$ cat config.mk
export PLATFORM = sky130hd
export DESIGN_NAME = led_seq_ctrl
export DESIGN_NICKNAME = d
export VERILOG_FILES = /design/src/rtl/led_seq_ctrl.sv
export SDC_FILE = /design/constraint.sdc
export NUM_CORES = 1
export LEC_CHECK = 0
export ABC_AREA = 0
export CAP_MARGIN = 20
export CORE_UTILIZATION = 60
export CTS_CLUSTER_SIZE = 30
export DETAILED_ROUTE_END_ITERATION = 7
export GPL_TIMING_DRIVEN = 0
export MAX_ROUTING_LAYER = met4
export PLACE_DENSITY = 0.8
export SYNTH_ARGS = -nofsm -noshare
export SYNTH_HDL_FRONTEND = slang
export SYNTH_SLANG_ARGS = --single-unit
$ cat constraint.sdc
create_clock -name clk -period 4.7 [get_ports clk]
set_clock_uncertainty 0.1 [all_clocks]
set_input_delay 0.94 -clock clk [delete_from_list [all_inputs] [get_ports clk]]
set_output_delay 0.94 -clock clk [all_outputs]
set_load 0.01 [all_outputs]
$ cat src/rtl/led_seq_ctrl.sv
// led_seq_ctrl: table-driven LED sequencer feeding the I/T pins of a tri-state buffer.
// Define LEDSEQ_PWM_DIM_EN to render DIM as a driven 1-in-8 low pulse instead of high-Z.
module led_seq_ctrl #(
  parameter int unsigned TICK_DIV = 2500000,
  parameter int unsigned STEPS    = 4,
  parameter int unsigned DUR_W    = 8
) (
  input  logic             clk,
  input  logic             rst_n,
  input  logic             start,
  input  logic             stop,
  input  logic             loop,
  input  logic             cfg_we,
  input  logic [3:0]       cfg_addr,
  input  logic [1:0]       cfg_mode,
  input  logic [DUR_W-1:0] cfg_dur,
  output logic             busy,
  output logic             done,
  output logic [3:0]       step_idx,
  output logic             led_o,
  output logic             led_oe
);
  localparam int unsigned   PW        = (TICK_DIV > 1) ? $clog2(TICK_DIV) : 1;
  localparam logic [PW-1:0] TICK_LAST = PW'(TICK_DIV - 1);
  localparam logic [3:0]    LAST_IDX  = 4'(STEPS - 1);

  typedef enum logic [1:0] {M_OFF, M_DIM, M_BRIGHT, M_END} mode_t;
  typedef enum logic {S_IDLE, S_RUN} state_t;

  state_t           state;
  mode_t            cur_mode;
  mode_t            tbl_mode [STEPS];
  logic [DUR_W-1:0] tbl_dur  [STEPS];
  logic [DUR_W-1:0] rem;
  logic [PW-1:0]    presc;
  logic [3:0]       next_idx;
  mode_t            next_mode;
  logic [DUR_W-1:0] next_dur;
  logic             seq_last;

`ifdef LEDSEQ_PWM_DIM_EN
  logic [2:0] pwm_cnt;
  logic       pwm_lo;

  always_ff @(posedge clk or negedge rst_n) begin
    if (!rst_n) pwm_cnt <= '0;
    else        pwm_cnt <= pwm_cnt + 3'd1;
  end

  // led_o is registered, so look one count ahead to land low while pwm_cnt == 0
  assign pwm_lo = (pwm_cnt == 3'd7);
`endif

  // Returns {led_o, led_oe}
  function automatic logic [1:0] drive(input mode_t m);
    case (m)
      M_BRIGHT: drive = 2'b01;
`ifdef LEDSEQ_PWM_DIM_EN
      M_DIM:    drive = {~pwm_lo, 1'b1};
`else
      M_DIM:    drive = 2'b10;
`endif
      default:  drive = 2'b11;
    endcase
  endfunction

  assign next_idx = step_idx + 4'd1;

  always_comb begin
    next_mode = M_END;
    next_dur  = '0;
    for (int unsigned i = 0; i < STEPS; i++) begin
      if (next_idx == 4'(i)) begin
        next_mode = tbl_mode[i];
        next_dur  = tbl_dur[i];
      end
    end
  end

  assign seq_last = (step_idx == LAST_IDX) || (next_mode == M_END);

  always_ff @(posedge clk or negedge rst_n) begin
    if (!rst_n) begin
      state    <= S_IDLE;
      cur_mode <= M_OFF;
      busy     <= 1'b0;
      done     <= 1'b0;
      step_idx <= '0;
      led_o    <= 1'b1;
      led_oe   <= 1'b1;
      presc    <= '0;
      rem      <= '0;
      for (int unsigned i = 0; i < STEPS; i++) begin
        tbl_mode[i] <= (i == 0) ? M_OFF : (i == 1) ? M_DIM : (i == 2) ? M_BRIGHT : M_END;
        tbl_dur[i]  <= (i < 3) ? DUR_W'(5) : '0;
      end
    end else begin
      done <= 1'b0;
      // Loads below read the pre-write table, so a same-cycle edit applies on the next load
      if (cfg_we) begin
        for (int unsigned i = 0; i < STEPS; i++) begin
          if (cfg_addr == 4'(i)) begin
            tbl_mode[i] <= mode_t'(cfg_mode);
            tbl_dur[i]  <= cfg_dur;
          end
        end
      end
      unique case (state)
        S_IDLE: begin
          presc <= '0;
          if (start && !stop) begin
            if (tbl_mode[0] != M_END) begin
              state           <= S_RUN;
              busy            <= 1'b1;
              step_idx        <= '0;
              rem             <= tbl_dur[0];
              cur_mode        <= tbl_mode[0];
              {led_o, led_oe} <= drive(tbl_mode[0]);
            end else begin
              done <= 1'b1;
            end
          end
        end
        S_RUN: begin
          {led_o, led_oe} <= drive(cur_mode);
          if (stop) begin
            state           <= S_IDLE;
            busy            <= 1'b0;
            step_idx        <= '0;
            cur_mode        <= M_OFF;
            {led_o, led_oe} <= 2'b11;
          end else if (presc == TICK_LAST) begin
            presc <= '0;
            if (rem != '0) begin
              rem <= rem - 1'b1;
            end else if (seq_last) begin
              if (loop && tbl_mode[0] != M_END) begin
                step_idx        <= '0;
                rem             <= tbl_dur[0];
                cur_mode        <= tbl_mode[0];
                {led_o, led_oe} <= drive(tbl_mode[0]);
              end else begin
                state           <= S_IDLE;
                busy            <= 1'b0;
                done            <= 1'b1;
                step_idx        <= '0;
                cur_mode        <= M_OFF;
                {led_o, led_oe} <= 2'b11;
              end
            end else begin
              step_idx        <= next_idx;
              rem             <= next_dur;
              cur_mode        <= next_mode;
              {led_o, led_oe} <= drive(next_mode);
            end
          end else begin
            presc <= presc + 1'b1;
          end
        end
        default: state <= S_IDLE;
      endcase
    end
  end
endmodule

==> impl_metrics.json <==
{
  "status": "finished, final reports clean",
  "dp.cells": 577,
  "ir_worst_vdd_uv": 260,
  "grt_pass1_wl_mm": 16.9,
  "drc": 0,
  "crit_path_start": "step_idx[1]",
  "critPathMaxFanout": 10,
  "worstMarginPinSlew_ns": 0.984,
  "layout_setup_ws_ns": 1.09,
  "holdWs_ns": 0.369,
  "synth-seq-area-share": 0.452,
  "critPathRequiredTime_ns": 4.86,
  "netlist_area_mm2": 0.00452,
  "final-seq-area_mm2": 0.00204,
  "synth_cell_type_count": 68,
  "cts_root_buf": "clkbuf_8",
  "fin_crit_ns": 3.61,
  "fin_setup_tns_ns": 0,
  "dr.pass1.iters": 5,
  "cts_max_path_buffers": 2,
  "synth_flop_cell": "dfrtp_1",
  "final_core_utilization": 0.707,
  "htreeDepth": 3,
  "routed_wl_mm": 10.5,
  "start_kind": "flop",
  "max_clock_freq_mhz": 277,
  "synth_area_leaders": "dfrtp_1, mux2_2, dfstp_2, nand2_1, o21ai_0",
  "start_util": 0.623,
  "routedWlPerCell_um": 17.6,
  "final_cell_mix": "dfrtp_1, nand2_1, o21ai_0, mux2_2, nor2_1",
  "drv_slew": 0,
  "end_kind": "flop",
  "insertion_delay_ns": 0.36,
  "synthesis.nets": 477,
  "worst_r2r_path_depth": 9,
  "r2r-start": "step_idx[1]",
  "antennaDiodeCount": 0,
  "grt_max_degree": 58,
  "hpwl_mm": 7.56,
  "cts_sinks": 81,
  "synthCells": 450,
  "grt_pass1_vias": 3507,
  "cts_tree": "yes",
  "port_buffers": 27,
  "die_h_um": 88.8,
  "nFillCells": 589,
  "power_mw": 1.99,
  "multi_input_area_mm2": 0.00235,
  "cts_buffers": 9,
  "grt-ovfl-total": 0,
  "syn_to_final_growth_pct": 13.5,
  "post_cts_buffers": 0,
  "stdcell_count": 594,
  "viasPerCell": 6.28,
  "holdCritPathClass": "input port to asynchronous set/reset pin",
  "final_nets": 517,
  "crit_arrival_ns": 3.77,
  "ys_warn_count": 0,
  "via_count": 3729,
  "slew_headroom": 0.339,
  "rows": 31,
  "ios": 28,
  "synth_edf_count": 0,
  "core-area_mm2": 0.00725,
  "final_common_cell": "dfrtp_1",
  "dieArea_mm2": 0.00788,
  "ant_nets": 0,
  "leakage_nw": 2.09,
  "post_cts_resized": 0,
  "clk_pin_slew_ns": 0.09,
  "place_congestion": 0.998,
  "antenna_found_initial": 0,
  "syn_area_per_cell_um2": 10.0,
  "dp_slack_ns": 1.08,
  "synth_top_area_cell": "dfrtp_1",
  "drv_cap": 0,
  "period_share": 0.768,
  "synth_top_area_frac": 0.382,
  "rsz0062_at_grt": "no",
  "hold_violations": 0,
  "place_area_mm2": 0.00494,
  "die_w_um": 88.8,
  "drt_iter0_drc": 297,
  "async_flop_share": 1.00,
  "drive_gt1_frac": 0.194,
  "setup.worst_path.class": "flop to flop",
  "final_area_mm2": 0.00513,
  "holdBufCountCts": 0,
  "setup_viol": 0,
  "ys_seq_elements": 81,
  "p_per_area_mw_per_mm2": 388,
  "grtUsageTotal": 0.294
}
[state kept, by name, indices dropped and copies added, names as in the netlist]
name / count
led_o: 1
rem: 8
state: 1
presc: 22
busy: 1
tbl_mode: 8
step_idx: 4
led_oe: 1
tbl_dur: 32
cur_mode: 2
done: 1
[path summary, 6_finish.rpt]
kind | to | slack (ns)
max | rem[5] | 1.09
min | presc[19] | 0.37
max reg2reg | rem[5] | 1.09
min reg2reg | led_o | 0.41
max in group asynchronous | tbl_dur[8] | 3.49
min in group clk | led_o | 0.41
[critical path, cell delays in order, from the launching register on]
cell and delay, ns:
dfrtp_1 0.50, inv_1 0.14, ha_1 0.30, inv_1 0.18
o32ai_2 0.74, a21oi_1 0.21, a31oi_4 0.33, a211oi_2 0.08
o32ai_4 0.57, mux2_4 0.35
[report_power, final]
group          leakage [nW]  internal, mW  switching [mW]
clock                0.0899         0.203           0.291
combinational         0.983         0.280           0.253
sequential             1.01         0.843           0.118
[synthesized netlist by cell type (3+ instances only)]
library cell,instances
dfrtp_1,69
nand2_1,52
mux2_2,37
o21ai_0,37
nor2_1,34
a21oi_1,20
nand3_1,14
dfstp_2,12
inv_1,12
nor3_1,11
and3_1,10
a221oi_1,9
nand2b_1,9
o31ai_1,8
clkbuf_1,7
ha_1,7
mux2_4,6
xnor2_1,6
and2_1,5
a221o_1,4
nand4_1,4
or4_1,4
a21o_1,3
a31oi_1,3
nand3b_1,3
nand4b_1,3
nor3b_1,3
nor4_1,3
o211ai_1,3
o41ai_1,3
[layer usage]
layer,up-vias,routed length [µm],global-route usage
met5,-,0,-
met2,132,5050,0.460
met4,0,163,0.0997
li1,1742,-,-
met3,18,595,0.0541
met1,1837,4660,0.385
[kinds of logic after synthesis]
group	share of synthesized area
AO/OA/AOI/OAI	0.179
XOR/XNOR	0.0155
adder cells (fa/ha/maj)	0.0194
buffers and inverters	0.0271
flip-flops	0.452
multiplexers	0.117
AND/OR/NAND/NOR	0.190
[final cells by class]
cell class,count,share of cell area
Timing Repair Buffer,29,0.0586
Buffer,13,0.0144
Inverter,13,0.00951
Sequential cell,81,0.398
Tap cell,99,0.0242
Clock buffer,9,0.0242
Clock inverter,7,0.0124
Multi-Input combinational cell,343,0.459
No activity file was read; power rests on OpenSTA's default activity.
